$ cat config.mk
export PLATFORM = sky130hd
export DESIGN_NAME = tile_map_writer
export DESIGN_NICKNAME = d
export VERILOG_FILES = /design/src/rtl/tile_pkg.sv /design/src/rtl/tile_rect_walker.sv /design/src/rtl/tile_map_writer.sv
export SDC_FILE = /design/constraint.sdc
export NUM_CORES = 1
export LEC_CHECK = 0
export BUFFER_PORTS_ARGS = -buffer_cell sky130_fd_sc_hd__buf_2
export CAP_MARGIN = 20
export CORE_AREA = 5 5 107 185
export CTS_CLUSTER_SIZE = 8
export DETAILED_ROUTE_END_ITERATION = 8
export DIE_AREA = 0 0 112 190
export HOLD_SLACK_MARGIN = 0.06
export PLACE_DENSITY = 0.57
export SKIP_LAST_GASP = 1
export SYNTH_ARGS = -nofsm -noshare
export SYNTH_HDL_FRONTEND = slang
export SYNTH_SLANG_ARGS = --single-unit
$ cat constraint.sdc
create_clock -name clk -period 3.7 [get_ports clk]
set_input_delay 0.185 -clock clk [delete_from_list [all_inputs] [get_ports clk]]
set_output_delay 0.185 -clock clk [all_outputs]
set_load 0.02 [all_outputs]
$ cat src/rtl/tile_pkg.sv
// tile_pkg
//   Shared definitions for the background tile map: map geometry, the tile
//   command opcodes, the bit layout of a tile-map entry (also used by the
//   background renderer) and the writer FSM state encoding.
package tile_pkg;

    localparam int TILE_COLS = 40;                      // 640 / 16
    localparam int TILE_ROWS = 30;                      // 480 / 16
    localparam int MAP_WORDS = TILE_COLS * TILE_ROWS;   // 1200

    typedef enum logic [1:0] {
        OP_SINGLE = 2'd0,
        OP_RECT   = 2'd1,
        OP_CLEAR  = 2'd2,
        OP_RSVD   = 2'd3
    } cmd_op_e;

    // Tile-map entry layout
    localparam int ENTRY_SHEET_COL_LSB = 0;
    localparam int ENTRY_SHEET_COL_W   = 3;
    localparam int ENTRY_SHEET_ROW_LSB = 3;
    localparam int ENTRY_SHEET_ROW_W   = 3;
    localparam int ENTRY_XFLIP_BIT     = 6;
    localparam int ENTRY_YFLIP_BIT     = 7;
    localparam int ENTRY_ENABLE_BIT    = 8;

    // Bits above the enable flag are reserved and always written as zero.
    localparam logic [15:0] ENTRY_USED_MASK = 16'((1 << (ENTRY_ENABLE_BIT + 1)) - 1);

    typedef enum logic [1:0] {
        ST_IDLE = 2'd0,
        ST_RUN  = 2'd1,
        ST_DONE = 2'd2
    } wr_state_e;

endpackage

$ cat src/rtl/tile_rect_walker.sv
// tile_rect_walker
//   Row-major walker over a clipped rectangle of the tile map. Produces the
//   current tile RAM address incrementally (no multiplier in the loop).
// Ports:
//   clk, rst_n    clock, asynchronous active-low reset
//   load          capture base address and extent (w, h both non-zero when used)
//   step          advance to the next tile of the rectangle
//   base          row*TILE_COLS + col of the top-left tile
//   w, h          clipped rectangle extent in tiles
//   addr          address of the current tile
//   last          current tile is the final one of the rectangle
module tile_rect_walker
    import tile_pkg::*;
#(
    parameter int TILE_COLS = tile_pkg::TILE_COLS,
    parameter int ADDR_W    = 16
) (
    input  logic              clk,
    input  logic              rst_n,
    input  logic              load,
    input  logic              step,
    input  logic [ADDR_W-1:0] base,
    input  logic [5:0]        w,
    input  logic [4:0]        h,
    output logic [ADDR_W-1:0] addr,
    output logic              last
);

    logic [5:0]        w_q;
    logic [5:0]        col_left;
    logic [4:0]        row_left;
    logic [ADDR_W-1:0] row_skip;

    // From the last tile of one row to the first tile of the next.
    assign row_skip = ADDR_W'(TILE_COLS + 1) - ADDR_W'(w_q);
    assign last     = (col_left == '0) && (row_left == '0);

    always_ff @(posedge clk or negedge rst_n) begin
        if (!rst_n) begin
            addr     <= '0;
            w_q      <= '0;
            col_left <= '0;
            row_left <= '0;
        end else if (load) begin
            addr     <= base;
            w_q      <= w;
            col_left <= w - 6'd1;
            row_left <= h - 5'd1;
        end else if (step) begin
            if (col_left == '0) begin
                col_left <= w_q - 6'd1;
                row_left <= row_left - 5'd1;
                addr     <= addr + row_skip;
            end else begin
                col_left <= col_left - 6'd1;
                addr     <= addr + ADDR_W'(1);
            end
        end
    end

endmodule

$ cat src/rtl/tile_map_writer.sv
// tile_map_writer
//   Write-side engine for the 40x30 background tile map. Accepts single-tile,
//   clipped rectangle-fill and clear-all commands and issues one RAM write per
//   cycle in which wr_allow (vblank) is high.
// Ports:
//   clk, rst_n            clock, asynchronous active-low reset
//   cmd_valid/cmd_ready   command handshake (ready decoded from state)
//   cmd_op                0 single, 1 rect, 2 clear all, 3 reserved no-op
//   cmd_col, cmd_row      start tile
//   cmd_w, cmd_h          rect extent (rect only)
//   cmd_data              tile entry, bits [15:9] dropped
//   wr_allow              writes permitted this cycle
//   ram_we/addr/wdata     registered tile RAM write port
//   busy                  command in progress
//   done                  one-cycle completion pulse
//
// state   | meaning
// --------+-------------------------------------------------------------
// IDLE    | cmd_ready high, waiting for a command
// RUN     | issuing writes on wr_allow; leaves once all writes are out
// DONE    | done pulse cycle, cmd_ready still low
module tile_map_writer
    import tile_pkg::*;
#(
    parameter int TILE_COLS = tile_pkg::TILE_COLS,
    parameter int TILE_ROWS = tile_pkg::TILE_ROWS,
    parameter int ADDR_W    = 16
) (
    input  logic              clk,
    input  logic              rst_n,
    input  logic              cmd_valid,
    output logic              cmd_ready,
    input  logic [1:0]        cmd_op,
    input  logic [5:0]        cmd_col,
    input  logic [4:0]        cmd_row,
    input  logic [5:0]        cmd_w,
    input  logic [4:0]        cmd_h,
    input  logic [15:0]       cmd_data,
    input  logic              wr_allow,
    output logic              ram_we,
    output logic [ADDR_W-1:0] ram_addr,
    output logic [15:0]       ram_wdata,
    output logic              busy,
    output logic              done
);

    wr_state_e         state;
    logic              run_active;
    logic [15:0]       data_q;

    logic [5:0]        acc_col, acc_w, w_eff;
    logic [4:0]        acc_row, acc_h, h_eff;
    logic [15:0]       acc_data;
    logic [ADDR_W-1:0] acc_base;
    logic              extent_zero;
    int                col_room, row_room;

    logic              walk_load, walk_step, walk_last;
    logic [ADDR_W-1:0] walk_addr;

    assign cmd_ready = (state == ST_IDLE);

    // Normalise the incoming command to a (col, row, w, h, data) rectangle and
    // clip it against the map edge.
    always_comb begin
        acc_col  = cmd_col;
        acc_row  = cmd_row;
        acc_w    = cmd_w;
        acc_h    = cmd_h;
        acc_data = cmd_data & ENTRY_USED_MASK;
        case (cmd_op)
            OP_SINGLE: begin
                acc_w = 6'd1;
                acc_h = 5'd1;
            end
            OP_RECT: begin
            end
            OP_CLEAR: begin
                acc_col  = '0;
                acc_row  = '0;
                acc_w    = 6'(TILE_COLS);
                acc_h    = 5'(TILE_ROWS);
                acc_data = '0;
            end
            default: begin
                acc_w = '0;
                acc_h = '0;
            end
        endcase
        col_room = TILE_COLS - int'(acc_col);
        row_room = TILE_ROWS - int'(acc_row);
        w_eff    = '0;
        h_eff    = '0;
        if (col_room > 0 && row_room > 0) begin
            w_eff = (int'(acc_w) < col_room) ? acc_w : 6'(col_room);
            h_eff = (int'(acc_h) < row_room) ? acc_h : 5'(row_room);
        end
        extent_zero = (w_eff == '0) || (h_eff == '0);
        acc_base    = ADDR_W'(int'(acc_row) * TILE_COLS + int'(acc_col));
    end

    assign walk_load = (state == ST_IDLE) && cmd_valid;
    assign walk_step = (state == ST_RUN) && run_active && wr_allow;

    tile_rect_walker #(
        .TILE_COLS (TILE_COLS),
        .ADDR_W    (ADDR_W)
    ) u_walker (
        .clk   (clk),
        .rst_n (rst_n),
        .load  (walk_load),
        .step  (walk_step),
        .base  (acc_base),
        .w     (w_eff),
        .h     (h_eff),
        .addr  (walk_addr),
        .last  (walk_last)
    );

    // A zero-extent command still passes through RUN for one cycle with no
    // writes pending, so its done pulse lands one cycle after accept.
    always_ff @(posedge clk or negedge rst_n) begin
        if (!rst_n) begin
            state      <= ST_IDLE;
            run_active <= 1'b0;
            data_q     <= '0;
            ram_we     <= 1'b0;
            ram_addr   <= '0;
            ram_wdata  <= '0;
            busy       <= 1'b0;
            done       <= 1'b0;
        end else begin
            ram_we <= 1'b0;
            done   <= 1'b0;
            case (state)
                ST_IDLE: begin
                    if (cmd_valid) begin
                        state      <= ST_RUN;
                        busy       <= 1'b1;
                        run_active <= !extent_zero;
                        data_q     <= acc_data;
                    end
                end
                ST_RUN: begin
                    if (run_active) begin
                        if (wr_allow) begin
                            ram_we    <= 1'b1;
                            ram_addr  <= walk_addr;
                            ram_wdata <= data_q;
                            if (walk_last) begin
                                run_active <= 1'b0;
                            end
                        end
                    end else begin
                        state <= ST_DONE;
                        done  <= 1'b1;
                    end
                end
                ST_DONE: begin
                    state <= ST_IDLE;
                    busy  <= 1'b0;
                end
                default: begin
                    state      <= ST_IDLE;
                    busy       <= 1'b0;
                    run_active <= 1'b0;
                end
            endcase
        end
    end

endmodule

# Word level (Yosys, flattened, before mapping)
# Cells that the tools add are included.
[classes] n_bitwise=2 n_eq_ne=6 reduce_logical=21 n_mux=33 multipliers=1 n_lt_le_gt_ge=4 n_addsub=11
[op_table] cell="$mux 16" n=3
[op_table] cell="$mux 6" n=6
[op_table] cell="$mux 5" n=6
[op_table] cell="$pmux 6 s3" n=1
[op_table] cell="$sub 6x1->6 const B" n=3
[op_table] cell="$add 16x1->16 const B" n=1
[op_table] cell="$add 16x16->16" n=1
[op_table] cell="$pmux 5 s3" n=1
[op_table] cell="$sub 6x6->7 const A" n=2
[op_table] cell="$add 11x6->12" n=1
[op_table] cell="$logic_not 6->1" n=2
[op_table] cell="$logic_not 5->1" n=2
[op_table] cell="$mux 1" n=10
[op_table] cell="$reduce_and 2->1" n=5
[op_table] cell="$sub 5x1->5 const B" n=2
[op_table] cell="$mux 9" n=1
[op_table] cell="$mul 5x3->8 const B" n=1
[op_table] cell="$gt 7x1->1 const B" n=1
[op_table] cell="$lt 7x7->1" n=1
[op_table] cell="$gt 6x1->1 const B" n=1
[op_table] cell="$lt 6x6->1" n=1
[op_table] cell="$sub 5x5->6 const A" n=1
[op_table] cell="$logic_and 1x1->1" n=5
[op_table] cell="$eq 2x1->1 const B" n=2
[op_table] cell="other kinds (12)" n=18
[totals] regBits=87 in_bits=44 out_inout_bits=36

# Logic depth before layout (Yosys ltp)
# Gate-level depths: netlist of the first run.
[logic_depth] ltp_word=11 mapped_depth=24 mapped_depth_nobuf=21

# Cells and area by module
# Synthesis of the first run repeated with hierarchy kept, for this count alone.
[unflattened] cells_unflattened=664 area_unflattened_um2=5442.7
[modules_own_cells] module="tile_map_writer" instances=1 area_each_um2=2889.0 seq_area_each_um2=1001.0 cells_per_inst=371
[modules_own_cells] module="tile_rect_walker" instances=1 area_each_um2=2553.7 seq_area_each_um2=825.8 cells_per_inst=293

# Least setup slack after synthesis of the first run
# Ideal clock, no wire load.
[synth_timing] path_kind="input to register" start="in cmd_op[0]" end="reg u_walker.col_left[4]" path_slack_ns=-0.091 n_path_buf=3 setup_ns=0.137 stages=24 arrival_ns=3.653 cell_sequence="buf_4 nand2b_4 buf_2 clkbuf_1 nand2_1 ha_1 nand2b_4 nand2_1 xnor2_1 nand2_1 ha_1 a21o_1 a21oi_1 o21ai_1 nor2_1 nor2_1 a21oi_1 nor2_1 nor2_1 ha_1 inv_1 nor4_2 xor2_1 a21oi_1"
[synth_between] elab_chain_len=8 elab_cells_between_ends=16 classes_between="add/sub: 3; order compare: 3; eq/ne: 2; mux: 6; reduce/logical: 2"
[synth_rtl] item="start: declaration" line="tile_map_writer.sv:33" rtl="input logic [1:0] cmd_op,"
[synth_rtl] item="$eq 2x2->1" line="tile_map_writer.sv:71" rtl="case (cmd_op)"
[synth_rtl] item="$mux 6 / $mux 5 (equally long branches)" line="tile_map_writer.sv:71"
[synth_rtl] item="$sub 6x6->7 / $sub 5x5->6 (equally long branches)" line="tile_map_writer.sv:90, tile_map_writer.sv:91"
[synth_rtl] item="$lt 7x7->1, or another cell as far along" line="tile_map_writer.sv:95" rtl="w_eff = (int'(acc_w) < col_room) ? acc_w : 6'(col_room);"
[synth_rtl] item="$mux 6 / $logic_and 1x1->1 (equally long branches)" line="tile_map_writer.sv:95, tile_map_writer.sv:94"
[synth_rtl] item="$mux 6 (*)" line="tile_map_writer.sv:94" rtl="if (col_room > 0 && row_room > 0) begin"
[synth_rtl] item="$sub 6x1->6 (*)" line="tile_rect_walker.sv:47" rtl="col_left <= w - 6'd1;"
[synth_rtl] item="$mux 6 (*)" line="tile_rect_walker.sv:44" rtl="end else if (load) begin"
[synth_rtl] item="end signal: assignment" line="tile_rect_walker.sv:47"
[synth_rtl] item="end signal: assignment" line="tile_rect_walker.sv:51" rtl="col_left <= w_q - 6'd1;"
[synth_rtl] item="end signal: assignment" line="tile_rect_walker.sv:55" rtl="col_left <= col_left - 6'd1;"
[synth_rtl] item="end: declaration" line="tile_rect_walker.sv:30" rtl="logic [5:0] col_left;"
# Every way passes the cells marked *; elsewhere a longest branch is shown, timed or not.
# A chain may end at the register's enable or synchronous reset.

# Final worst setup path of the first run
[layout_timing] start="reg u_walker.col_left[1]" end="reg u_walker.addr[15]"
[layout_between] elab_chain_len=4
[layout_rtl] item="$logic_not 6->1" line="tile_rect_walker.sv:50" rtl="if (col_left == '0) begin"
[layout_rtl] item="$mux 16" line="tile_rect_walker.sv:50"
[layout_rtl] item="$mux 16" line="tile_rect_walker.sv:49" rtl="end else if (step) begin"
[layout_rtl] item="$mux 16" line="tile_rect_walker.sv:44"
[layout_rtl] item="end signal: assignment" line="tile_rect_walker.sv:45" rtl="addr <= base;"
[layout_rtl] item="end signal: assignment" line="tile_rect_walker.sv:53" rtl="addr <= addr + row_skip;"
[layout_rtl] item="end signal: assignment" line="tile_rect_walker.sv:56" rtl="addr <= addr + ADDR_W'(1);"
[layout_rtl] item="end: declaration" line="tile_rect_walker.sv:25" rtl="output logic [ADDR_W-1:0] addr,"
# No other way between the ends. The select of a mux whose other input is x is not followed.

==> results of run 1 <==
## layer usage
metal,global-route usage (%),vias to the layer above,part of all wire [%]
li1,-,2411,-
met3,2.07,26,2.9
met4,6.62,0,4.0
met2,25.9,91,53
met5,0,-,0
met1,14.9,2244,40
## where the power goes
group	internal, W	switching, W
Clock	0.000538	0.000340
Sequential	0.00110	0.000230
Combinational	0.000673	0.00103
## worst max-delay path, delay by kind of cell (launching register included)
kind | cells | cell delay [ps]
AO/OA/AOI/OAI | 9 | 1640
AND/OR/NAND/NOR | 2 | 720
flip-flops | 1 | 390
adder cells (fa/ha/maj) | 1 | 330
buffers and inverters | 1 | 230
## sequential cells by signal (all words and copies together) (netlist names), 2 cells and up
name and cells:
data_q 9, ram_addr 16, ram_wdata 9, state 2
u_walker.addr 16, u_walker.col_left 6, u_walker.row_left 5, u_walker.w_q 6
## synthesized netlist by cell type (all sizes together), types with 2 or more instances
| cell | n |
|---|---|
| a211oi | 4 |
| o21ai | 33 |
| mux2i | 6 |
| a21oi | 56 |
| nand2 | 151 |
| nand3 | 16 |
| or2 | 2 |
| a221o | 2 |
| o211ai | 6 |
| buf | 23 |
| o221ai | 3 |
| nor4 | 2 |
| a211o | 2 |
| nor3b | 2 |
| o21a | 5 |
| clkbuf | 12 |
| xnor2 | 22 |
| o2bb2ai | 2 |
| a21boi | 2 |
| nor3 | 12 |
| nor2b | 8 |
| o31ai | 5 |
| ha | 36 |
| a31oi | 8 |
| nand3b | 3 |
| xor2 | 13 |
| and3 | 2 |
| o22ai | 5 |
| nand4 | 2 |
| and2 | 10 |
| inv | 28 |
| fa | 2 |
| a21o | 12 |
| nand2b | 6 |
| nor4b | 3 |
| nor2 | 57 |
| dfrtp | 73 |
| or3 | 5 |
## repair_timing
action / in CTS / in global routing
setup endpoints to repair: 0 / 1
hold endpoints to repair: 70 / 0
hold buffers: 3 / 0
resized for setup: 0 / 1
## how the worst max path moves through the flow
stage / from / endpoint / slack [ps] / depth (start not counted)
final: u_walker.col_left[1] / u_walker.addr[15] / 320 / 13
after global routing: u_walker.col_left[1] / u_walker.addr[15] / 30 / 13
after CTS: u_walker.col_left[0] / u_walker.addr[14] / 250 / 14
after detailed placement: cmd_op[0] / u_walker.col_left[4] / 130 / 22
after global placement: cmd_op[0] / u_walker.col_left[4] / 190 / 22
after floorplan: cmd_op[0] / u_walker.col_left[4] / 60 / 24
## logic make-up (layout without fill, tap and decap cells)
family | Yosys count | in the layout | share of synthesized area [%]
muxes | 6 | 6 | 1.13
DFF | 73 | 73 | 34.2
xor gates and xnor gates | 35 | 35 | 5.75
other | 1 | 7 | 0.0703
AOI/OAI and AO/OA | 157 | 157 | 19.3
buffers and inverters | 63 | 133 | 5.68
and+or+nand+nor | 285 | 285 | 24.5
adders and majority gates | 39 | 39 | 9.38
## metrics by stage
| step | hold slack (ps) | util [%] | cell area, um^2 |
|---|---|---|---|
| 6_report | 73.8 | 34.6 | 6310 |
| 5_1_grt | 80.4 | 34.6 | 6310 |
| 4_1_cts | 63.0 | 34.4 | 6280 |
| 3_5_place_dp | 398 | 32.6 | 5950 |
| 3_3_place_gp | 400 | 32.6 | 5950 |
| 2_1_floorplan | -111 | - | 5360 |
## area by class of cell
| class | count | area [um^2] | area share [%] |
|---|---|---|---|
| well taps | 238 | 298 | 4.72 |
| inverters | 28 | 105 | 1.67 |
| clock inverters | 4 | 53.8 | 0.852 |
| repair buffers | 90 | 543 | 8.60 |
| clock buffers | 11 | 243 | 3.85 |
| flip-flops and latches | 73 | 1830 | 28.9 |
| multi-input cells | 529 | 3240 | 51.4 |
## layout by cell type (no fill, tap or decap), types with 6 or more instances in the layout
cell	Yosys	routed
nand2_1	150	150
dfrtp_1	73	73
buf_2	5	64
a21oi_1	56	56
nor2_1	56	55
ha_1	36	36
o21ai_0	29	29
inv_1	27	27
xnor2_1	22	22
buf_4	10	22
nand3_1	16	15
xor2_1	13	13
nor3_1	12	12
a21o_1	11	11
clkbuf_16	0	9
nor2b_1	8	8
and2_1	8	8
conb_1	1	7
mux2i_1	6	6
a31oi_1	6	6
==> impl_metrics.ini, run 1 <==
[cells_and_area]
instances_no_fill = 973
layout-area-overhead-vs-synth_pct = 18.3
n_fill_cell = 1935
num_antenna_cells = 0
layout.nets = 813
post_route_cells_drive_above_1_share_pct = 17.3

[logic_synthesis]
yosysWarningCount = 0
yosys_most_used_dff = dfrtp_1
flip_flop_and_latch_count_after_synthesis = 73
synthesis.instances = 659
netlist_top_cells_area = dfrtp_1 34%, nand2_1 11%, ha_1 8.4%
post-synth-top-area-cell = dfrtp_1
syn_avg_cell_area_um2 = 8.10
netlist.area_leader.share_pct = 34.2
syn-cell-area_um2 = 5340
ys_seq_area_share_pct = 34.2
post_synth_num_cell_types = 79
synth-async-reset-ratio_pct = 100
synth-edff-count = 0

[sta]
postLayoutSetupSlackWorst_ps = 316
finalHoldViolCount = 0
final.period_utilization_pct = 91.4
timing_max_transition_violations_final = 0
tmin_final_ps = 3380
max_freq_mhz = 296
rsz0062_at_grt = no
setup-tns-final_ps = 0
tightestPinTransition_ps = 803
worst_clk_skew_ps = 9.49
finalSetupViolations = 0
slew_headroom_pct = 46.3

[drt]
routed_wl_mm = 14.5
detail-route-antenna-nets = 0
number_of_remaining_drc_errors = 0
number_of_violations_reported_at_the_end_of_detailed_routing_iteration_0 = 212
routedWlPerCell_um = 14.9
drt-vias-per-instance = 4.90
detailed_routing_iterations_pass_1 = 4
vias = 4772

[run]
timing.max_cap.violations = 0

[worst_setup_path]
worst_path_max_delay_cell = or3_1
worst_setup_path_start_kind = flop
reg2reg_depth = 13
crit_chain = or3_1, nor2b_1, o211ai_1, inv_1, ha_1, a21o_1, a21oi_1, o21ai_0, a21oi_1, o21ai_0, a211o_1, o311a_1, a21oi_1
timing.setup.critical_path_class = flop to flop
r2r-start = u_walker.col_left[1]
slowest_delay_ps = 420
crit-reg2reg-capture = u_walker.addr[15]
critPathArrivalTime_ps = 3640
worst_setup_path_end_kind = flop
critPathMaxFanout = 6
critical-path-top-cell-by-count = a21oi_1
required_ps = 3960
timing.reg2reg.setup_slack_ps = 320

[pwr]
static-leakage-power_nw = 3.10
power_per_cell_area_nw_per_um2 = 619
vdd.ir_drop.worst_v = 0.000263
total_power_consumption_of_the_routed_design_w = 0.00391

[worst_hold_path]
worstHoldPathType = input port to flop
whs_endpoint = data_q[8]
worst_hold_path.num_cells = 3
hold_path_startpoint = cmd_data[8]

[global_routing]
grt_overflow_total = 0
grt_antenna_before_repair = 0
grt_first_pass_wirelength_mm = 23.9
grt_pass1_vias = 4927
maximum_number_of_pins_on_one_net_before_global_route_repair = 74
grtUsageTotal_pct = 13.8

[clock_network]
clk_latency_ps = 340
postCtsSetupRepairBufs = 0
tritoncts.num_buffers = 9
max_clock_buf_depth = 2
clock_h_tree_levels = 3
cts_root_buffer = clkbuf_16
path_clk_slew_ps = 60
cts_tree = done
cts_sinks = 73

[floorplan]
io_pins = 80
start_util_pct = 29.2
placement_rows = 66
dieHeight_um = 190
core_um2 = 18300
fp.dieW_um = 112
die_ar_um2 = 21300

[placement]
gp_congestion = 0.892
dp_hpwl_mm = 11.2
pre_cts_ws_ps = 133
placedCellCount = 954
io_buffer_count = 65

[run_status]
outcome = complete, no violations
Power figures use the tool's default switching activity.
==> run 2, diff against run 1 <==
Settings changed: BUFFER_PORTS_ARGS -buffer_cell sky130_fd_sc_hd__buf_2 to -buffer_cell sky130_fd_sc_hd__clkbuf_2, CORE_AREA 5 5 107 185 to 2 2 104 182, DIE_AREA 0 0 112 190 to 0 0 106 184.
==> run 2 against run 1 <==
Compared with the run above:
- clock power decreased by 6.9%
- clock-buffer cell count up 2
- sequential cell count unchanged
- critical path depth is 1 higher
==> impl_metrics.ini, run 2 (synthesis gave the netlist of run 1 again) <==
[cells_and_area]
layout.nets = 812
layout-area-overhead-vs-synth_pct = 17.3
top_library_cells_by_usage_in_the_layout_fill_and_taps_aside = 150 x nand2_1, 73 x dfrtp_1, 64 x clkbuf_2
utilization_pct = 34.8
top_regs = ram_addr x16, u_walker.addr x16
most_common_cell_after_layout_fill_and_taps_aside = nand2_1
post_route_cells_drive_above_1_share_pct = 17.0
num_antenna_cells = 0

[pwr]
power_per_cell_area_nw_per_um2 = 613
static-leakage-power_nw = 3.08
total_power_consumption_of_the_routed_design_w = 0.00384
vdd.ir_drop.worst_v = 0.000241

[drt]
detailed_routing_iterations_pass_1 = 4
vias = 4704
detail-route-antenna-nets = 0
routed_wl_mm = 13.9
number_of_violations_reported_at_the_end_of_detailed_routing_iteration_0 = 254
number_of_remaining_drc_errors = 0
routedWlPerCell_um = 14.4
drt-vias-per-instance = 4.85

[sta]
rsz0062_at_grt = no
max_freq_mhz = 302
final.period_utilization_pct = 89.5
finalHoldViolCount = 0
tmin_final_ps = 3310
tightestPinTransition_ps = 954
finalSetupViolations = 0
worst_clk_skew_ps = 4.36
slew_headroom_pct = 36.4
hold_slack_ps = 64.6
setup-tns-final_ps = 0
postLayoutSetupSlackWorst_ps = 390
timing_max_transition_violations_final = 0

[floorplan]
start_util_pct = 29.7
fp.dieW_um = 106
io_pins = 80
core_um2 = 18000
placement_rows = 65
die_ar_um2 = 19500
dieHeight_um = 184

[clock_network]
clock_h_tree_levels = 3
clk_latency_ps = 340
cts_tree = done
path_clk_slew_ps = 60
cts_sinks = 73
tritoncts.num_buffers = 9
max_clock_buf_depth = 2
cts_root_buffer = clkbuf_16

[run_status]
outcome = complete, no violations

[global_routing]
grt_overflow_total = 0
grtUsageTotal_pct = 15.0
grt_first_pass_wirelength_mm = 23.2
grt_antenna_before_repair = 0
maximum_number_of_pins_on_one_net_before_global_route_repair = 74
grt_pass1_vias = 4692

[run]
timing.max_cap.violations = 0

[worst_hold_path]
worstHoldPathType = input port to flop

[placement]
dp_hpwl_mm = 10.6
gp_congestion = 0.904
pre_cts_ws_ps = 174
io_buffer_count = 65

[worst_setup_path]
required_ps = 3900
timing.setup.critical_path_class = flop to flop
critPathMaxFanout = 5
critPathArrivalTime_ps = 3510
worst_setup_path_start_kind = flop
worst_setup_path_end_kind = flop
-- run 2: changes by cell type in the layout (fill, tap and decap cells not counted), moves of 2 or more --
cell        change
buf_2          -64
clkbuf_2       +64
clkinv_2        +3
clkinvlp_4      -2
-- run 2: path summary, 6_finish.rpt --
check,start,endpoint,slack (ps),cells after the start
hold reg to reg,data_q[7],ram_wdata[7],460,2
setup / recovery,u_walker.col_left[1],u_walker.addr[14],390,14
max in group asynchronous,rst_n,data_q[5],2540,2
min in group asynchronous,rst_n,ram_addr[6],540,2
setup reg to reg,u_walker.col_left[1],u_walker.addr[14],390,14
hold / removal,cmd_data[1],data_q[1],60,3
-- run 2: power by group --
| group | total [W] | leakage (nW) | internal [W] | switching, W |
|---|---|---|---|---|
| clock network | 0.000817 | 0.139 | 0.000487 | 0.000329 |
| logic | 0.00169 | 2.01 | 0.000667 | 0.00102 |
| registers | 0.00133 | 0.924 | 0.00110 | 0.000233 |
| total | 0.00384 | 3.08 | 0.00225 | 0.00158 |
-- run 2: stage by stage --
step	instances	area, um^2
detailed placement	950	5950
global placement	950	5950
finish	969	6260
floorplan	665	5360
CTS	969	6260
global route	969	6260
-- run 2: worst max-delay path, cell delays in order, from the launching register on --
cell       delay, ps
dfrtp_1          390
or3_1            410
nor2b_1          190
buf_4            170
nand2_1           90
fa_1             440
nor2b_1          130
o21ai_0          140
o21ai_0          340
o2bb2ai_1        190
o41ai_1           90
buf_4            140
o21ai_0          220
xnor2_1          150
o21ai_0           80
-- run 2: per-layer routing --
| metal | GRT usage [%] | routed length, um |
|---|---|---|
| met1 | 16.8 | 5830 |
| met2 | 28.4 | 7380 |
| met3 | 2.09 | 398 |
| met4 | 5.74 | 320 |
| met5 | 0 | 0 |
-- run 2: timing repair --
item	4_1_cts	5_1_grt
gates resized for setup	0	1
endpoints found under the setup margin	0	1
hold buffers	3	0
setup buffers	0	0
endpoints found under the hold margin	54	0
-- run 2: cell type report --
| type | instances | area, um^2 |
|---|---|---|
| clock buffer | 13 | 260 |
| clock inverter | 3 | 15.0 |
| fill | 1944 | 11700 |
| inverter | 28 | 105 |
| multi-input combinational | 529 | 3240 |
| sequential | 73 | 1830 |
| tap | 234 | 293 |
| timing repair buffer | 89 | 515 |
